## src/rtl/prog_delay_line.sv

```systemverilog
// Runtime-programmable delay line: a circular buffer of MAX_DELAY samples whose
// read tap is placed D-1 entries behind the write pointer, with valid gating.
module prog_delay_line #(
    parameter int WIDTH         = 8,
    parameter int MAX_DELAY     = 90,
    parameter int DEFAULT_DELAY = 30,
    localparam int DW           = $clog2(MAX_DELAY + 1)
) (
    input  logic             clock,
    input  logic             reset,
    input  logic             en,
    input  logic [WIDTH-1:0] din,
    input  logic             delay_ld,
    input  logic [DW-1:0]    delay_in,
    output logic [WIDTH-1:0] dout,
    output logic             dout_valid,
    output logic             delay_err,
    output logic [DW-1:0]    active_delay
);

    localparam int AW = (MAX_DELAY > 1) ? $clog2(MAX_DELAY) : 1;
    localparam logic [AW-1:0] WP_LAST = AW'(MAX_DELAY - 1);
    localparam logic [AW-1:0] MAX_A   = AW'(MAX_DELAY);
    localparam logic [DW-1:0] MAX_D   = DW'(MAX_DELAY);
    localparam logic [DW-1:0] DEF_D   = DW'(DEFAULT_DELAY);

    logic [WIDTH-1:0] mem [MAX_DELAY];

    logic [AW-1:0]    wp_reg;
    logic [DW-1:0]    fill_reg;
    logic [DW-1:0]    delay_reg;
    logic             valid_reg;
    logic             err_reg;
    logic [WIDTH-1:0] data_reg;

    logic             load_ok;
    logic             load_bad;
    logic [DW-1:0]    delay_next;
    logic [DW-1:0]    fill_next;
    logic [AW-1:0]    back;
    logic [AW-1:0]    rd_addr;

    // A legal load takes effect in the same cycle, so the read tap and the
    // fill target already use the new delay when en coincides with the load.
    always_comb begin
        load_ok    = delay_ld && (delay_in != '0) && (delay_in <= MAX_D);
        load_bad   = delay_ld && !load_ok;
        delay_next = load_ok ? delay_in : delay_reg;
        back       = AW'(delay_next - DW'(1));
        // Result is always below MAX_DELAY, so modulo-2^AW wrap is exact.
        if (wp_reg >= back) begin
            rd_addr = wp_reg - back;
        end else begin
            rd_addr = wp_reg + (MAX_A - back);
        end
        fill_next = fill_reg;
        if (load_ok) begin
            fill_next = en ? DW'(1) : '0;
        end else if (en && (fill_reg != delay_reg)) begin
            fill_next = fill_reg + DW'(1);
        end
    end

    always_ff @(posedge clock) begin
        if (reset) begin
            wp_reg    <= '0;
            fill_reg  <= '0;
            delay_reg <= DEF_D;
            valid_reg <= 1'b0;
            err_reg   <= 1'b0;
        end else begin
            delay_reg <= delay_next;
            fill_reg  <= fill_next;
            valid_reg <= (fill_next == delay_next);
            err_reg   <= load_bad;
            if (en) begin
                wp_reg <= (wp_reg == WP_LAST) ? '0 : wp_reg + AW'(1);
            end
        end
    end

    // Storage and read register carry no reset; valid gating hides stale data.
    always_ff @(posedge clock) begin
        if (en && !reset) begin
            mem[wp_reg] <= din;
            data_reg    <= (delay_next == DW'(1)) ? din : mem[rd_addr];
        end
    end

    assign dout         = valid_reg ? data_reg : '0;
    assign dout_valid   = valid_reg;
    assign delay_err    = err_reg;
    assign active_delay = delay_reg;

endmodule

```

## config.mk

```make
export PLATFORM = sky130hd
export DESIGN_NAME = prog_delay_line
export DESIGN_NICKNAME = d
export VERILOG_FILES = /design/src/rtl/prog_delay_line.sv
export SDC_FILE = /design/constraint.sdc
export NUM_CORES = 1
export LEC_CHECK = 0
export CORE_MARGIN = 3
export CORE_UTILIZATION = 35
export CTS_CLUSTER_DIAMETER = 30
export CTS_CLUSTER_SIZE = 40
export DETAILED_ROUTE_END_ITERATION = 8
export PLACE_DENSITY_LB_ADDON = 0.3
export SLEW_MARGIN = 20
export SYNTH_ARGS = -nofsm -noshare
export SYNTH_HDL_FRONTEND = slang
export SYNTH_SLANG_ARGS = --single-unit
export TNS_END_PERCENT = 30
```

## constraint.sdc

```tcl
create_clock -name clock -period 13.4 [get_ports clock]
set_clock_uncertainty 0.1 [all_clocks]
set_input_delay 2.01 -clock clock [delete_from_list [all_inputs] [get_ports clock]]
set_output_delay 2.01 -clock clock [all_outputs]
set_load 0.1 [all_outputs]
```

==> impl_metrics.yaml <==
setup_path:
  cp.required_ns: 13.73
  critPathCaptureType: "register"
  crit_arrival_ns: 10.09
  crit_type: "in -> reg"
  r2r-end: "data_reg[2]"
  r2r_cells: 18
  ff2ff_setup_slack_ns: 6.49
  crit_path_start_kind: "primary input"
  regToRegStartpoint: "active_delay[0]"
  cp_max_fo: 113
floorplanning:
  die_h_um: 304
  start_util_pct: 35.5
  die_w_um: 304
  dieArea_um2: 92400
  row_count: 108
  pin_count: 36
  core_um2: 87400
power_and_ir_drop:
  cellPowerDensity_nw_per_um2: 208
  p_leak_nw: 12.5
  finalPower_mw: 7.82
  peakVddDrop_mv: 0.127
grt:
  use_met2_pct: 29.4
  first_global_vias: 18900
  grt_use_met3_pct: 4.76
  use_met1_pct: 24.2
  grt_pass1_wl_um: 127000
  grt_use_total_pct: 18.5
  grt_start_max_net_pins: 114
  grt-busiest-layer: "met2"
  antenna_found_initial: 4
  overflow: 0
cts:
  root_buffer: "clkbuf_16"
  cts_buffer_depth: 3
  cts_resized: 0
  cts_tree: "built"
  htreeDepth: 4
  clock-sinks: 751
  insertion_delay_ns: 0.72
  cts_setup_buffers: 0
  cts_made_buffers: 145
  path_clk_slew_ns: 0.04
  ctsHoldBuffers: 0
routing:
  drcViolationCount: 0
  antenna_left: 0
  totalWireLength_um: 85900
  wl_per_cell_um: 25.6
  vias: 18556
  drt_pass1_iterations: 5
  avgViaCountPerCell: 5.53
  drtIter0Drc: 2137
timing:
  slew_violations: 0
  setup_viol: 0
  hold_viol: 0
  holdWs_ns: 0.490
  worstMarginPinSlew_ns: 1.15
  fin_ws_ns: 3.64
  layout_min_cycle_time_ns: 9.76
  finalSetupTns_ns: 0
  fmax_mhz: 102
  slew_headroom_pct: 23.1
  min_period_over_period_pct: 72.8
  grt_setup_unrepaired: "false"
synthesis:
  netlist_top_cells_count: "edfxtp_1 (728), nand2_1 (239), nor2_1 (128), nand3_1 (119), mux4_2 (85)"
  synth.largest_area_cell: "edfxtp_1"
  synth_compound_gate_area_share_pct: 5.72
  synthAdderAreaFrac_pct: 1.14
  synth_top_area_share_pct: 70.4
  avgSynthCellArea_um2: 15.7
  synthMuxAreaShare_pct: 9.28
  yosys_warnings: 0
  synth_area_leaders: "edfxtp_1 (70%), mux4_2 (6.2%), nand2_1 (2.9%), mux2i_1 (2.7%), nand3_1 (1.9%)"
  synth_nets: 2024
  synth-main-ff-cell: "edfxtp_1"
  synthMostInstantiatedCell: "edfxtp_1"
  synth-seq-cells: 751
  netlist_area_um2: 31100
  synth_top_family_by_area: "multiplexers"
  async_reset_ff_share_pct: 0
  synth_edf_count: 728
  synth-xor-area-share_pct: 1.13
  synth_simple_gate_area_share_pct: 8.90
  ys_types: 74
  netlist_instances: 1979
  ys_seq_area_share_pct: 71.9
final_layout:
  area_delta_synth_final_pct: 20.7
  largest_reg_flops: 720
  final_nets: 2126
  fin_util_pct: 42.9
  drive_gt1_share_pct: 17.4
flow_run:
  cap_violations: 0
placement:
  dp_hpwl_um: 52600
  dp_slack_ns: 3.05
  io_buffers: 35
  place_congestion: 0.885
worst_hold_path:
  holdPathEnd: "active_delay[6]"
  min_path_cells: 2
  hold_path.class: "reg -> reg"
  holdCritStartpoint: "active_delay[6]"
outcome:
  status: "finished clean"
kinds of logic (layout without fill, tap and decap cells):
kind of cell             after synthesis  count (layout)
multiplexers                         178             178
other                                  0               1
buffers and inverters                125             346
flip-flops                           751             751
AO/OA/AOI/OAI                        251             251
AND/OR/NAND/NOR                      608             608
XOR/XNOR                              40              40
adder cells (fa/ha/maj)               26              26
cells in the final DEF, fill, tap and decap left out, types with 19 or more instances in the layout:
cell,netlist,final
mux2i_1,83,82
clkbuf_1,37,21
clkbuf_16,0,145
nor2_1,128,127
a21oi_1,49,48
dfxtp_1,23,23
buf_4,15,30
a32oi_1,32,32
inv_1,22,22
nand4_1,21,21
clkinvlp_4,0,20
xor2_1,21,21
xnor2_1,19,19
mux4_2,85,85
nand3_1,119,119
edfxtp_1,728,728
ha_1,22,21
and3_1,24,24
nand2_1,239,239
clkdlybuf4s50_1,0,27
o21ai_0,63,63
stage by stage:
stage / instance area [µm²] / instances
floorplan: 31100 / 1979
global placement: 32600 / 3089
detailed placement: 32600 / 3089
CTS: 37500 / 3355
global route: 37500 / 3355
finish: 37500 / 3356
metal layers:
layer  routed length [µm]  vias up
li1                     -     8000
met1                35200     9565
met2                40600      819
met3                 6940      170
met4                 3060        2
met5                   12        -
worst max path at each step:
stage                      startpoint     endpoint  slack, ns  cells past startpoint
final                     delay_in[2]  data_reg[2]       3.64                     22
after global routing      delay_in[2]  data_reg[2]       3.18                     22
after CTS                 delay_in[2]  data_reg[2]       3.76                     22
after detailed placement  delay_in[2]  data_reg[2]       3.05                     22
after global placement    delay_in[2]  data_reg[2]       3.15                     22
after floorplan           delay_in[2]  data_reg[4]       6.39                     23
area by class of cell:
cell class | count | area [µm²]
antenna | 1 | 2.50
clock buffer | 166 | 3710
clock inverter | 100 | 1210
fill | 7713 | 49900
inverter | 23 | 86.3
multi-input combinational | 1103 | 8240
sequential | 751 | 22300
tap | 1155 | 1450
timing repair buffer | 57 | 495
where the power goes:
group / total [mW] / leakage, nW / switching, mW / internal [mW]
clock: 3.56 / 2.33 / 1.27 / 2.29
sequential: 2.62 / 6.73 / 0.0177 / 2.61
combinational: 1.63 / 3.46 / 1.10 / 0.534
total: 7.82 / 12.5 / 2.38 / 5.43
critical path, stage by stage:
cell and delay [ns]:
clkdlybuf4s50_1 0.49, nor4_1 0.48, nor4b_2 0.34, a211o_1 0.53, mux2i_1 0.54, ha_1 0.33
nand2_1 0.09, xor2_1 0.15, nand2_1 0.08, o21ai_0 0.18, fa_1 0.47, nor2b_1 0.16
a21oi_1 0.30, o311a_1 0.23, buf_4 0.43, nand2_8 0.65, buf_4 0.68, nor2_1 0.56
a32oi_1 0.19, and3_1 0.30, nor4_1 0.61, a211oi_1 0.17
No activity file was read; power rests on OpenSTA's default activity.
==> patch: new RTL, same flow settings <==
The parameter `MAX_DELAY` goes from 90 to 180.
--- a/src/rtl/prog_delay_line.sv
+++ b/src/rtl/prog_delay_line.sv
@@ -3,5 +3,5 @@
 module prog_delay_line #(
     parameter int WIDTH         = 8,
-    parameter int MAX_DELAY     = 90,
+    parameter int MAX_DELAY     = 180,
     parameter int DEFAULT_DELAY = 30,
     localparam int DW           = $clog2(MAX_DELAY + 1)
Interface: changed (resized active_delay and delay_in); port bits go from 36 to 38. The function was not compared with the original's and may differ.
==> patch against the unedited design <==
  * Routed wire length grew 85%
  * Final cell count grew 72%
  * Sequential cell count grew 723
  * Power grew 94%
  * Worst setup slack gained 860 ps
  * Area after synthesis grew 92%
  * Utilization grew 0.34 points
  * Cell area grew 94%
==> patch: results (changes against the unedited design) <==
status -> finished, final reports clean
nonclk inv count -> 26 (+13%)
Post-DP Area -> 62200 sq um (+91%)
Clock-cell share -> 0.145 (+0.0137)
drt wl/cell -> 27.5 um (+7.6%)
met1 usage -> 0.255 (+0.0132)
worst setup margin -> 4500 ps (+863 ps)
most frequent cells after synthesis -> 1448 x edfxtp_1, 297 x mux4_2, 239 x nor2_1
FF+latch area -> 44000 sq um (+97%)
vias in the first global route -> 31800 (+68%)
capture point of the worst path -> data_reg[0]
Syn Area/Cell -> 19.3 sq um (+23%)
wl on met1 -> 67.8 mm (+92%)
slowest CP cell -> a2111oi_0
worst r2r dst -> data_reg[0]
share of layout cells above drive strength 1 -> 0.255 (+0.0806)
DR WL met3 -> 11.9 mm (+71%)
slowest stage delay, CP -> 870 ps (+190 ps)
leakage -> 23.5 nW (+88%)
Net Sw Frac -> 0.264 (-0.0410)
relative slew slack -> 0.259 (+0.0271)
multi-input combinational area share -> 0.199 (-0.0208)
DP HPWL -> 94.1 mm (+79%)
Worst Setup SP -> delay_in[0]
first-pass GRT wire length -> 230 mm (+81%)
Synth Net Count -> 3132 (+55%)
Plain + repair buffers -> 88 (+54%)
hold path startpoint -> fill_reg[7]
main area contributors after synthesis -> edfxtp_1 73%, mux4_2 11%, mux4_1 2.1%
Max VDD drop -> 176 uV (+39%)
layout clock buffer count -> 357 (+120%)
total track usage -> 0.181 (-0.00334)
antenna violations before repair -> 7 (+3)
met3 Usage GRT -> 0.0395 (-0.00815)
Synth Area in Adders -> 0.00672 (-0.00471)
worst skew pair latency -> 900 ps (+180 ps)
R2R cell count -> 19 (+1)
## patch: cell types whose count changed after synthesis, moves of 39 or more
| cell | change |
|---|---|
| edfxtp_1 | +720 |
| mux4_2 | +212 |
| o21ai_0 | -39 |
| mux4_1 | +47 |
| nor2_1 | +111 |
| clkbuf_1 | +42 |
## patch: power groups by stage
stage          clock network, mW  registers, mW  logic [mW]
2_1_floorplan                  0           5.20        1.52
3_3_place_gp                   0           5.19        2.43
3_5_place_dp                   0           5.19        2.43
4_1_cts                     7.73           5.11        2.44
5_1_grt                     7.99           5.11        2.56
6_report                    7.63           5.11        2.45
## patch: cells by family (layout without fill, tap and decap cells)
group / after synthesis / count (layout)
buffers and inverters: 188 / 674
other: 0 / 5
DFF: 1474 / 1474
adders and majority gates: 29 / 29
and+or+nand+nor: 681 / 681
muxes: 440 / 440
AOI/OAI and AO/OA: 221 / 221
xor gates and xnor gates: 50 / 50
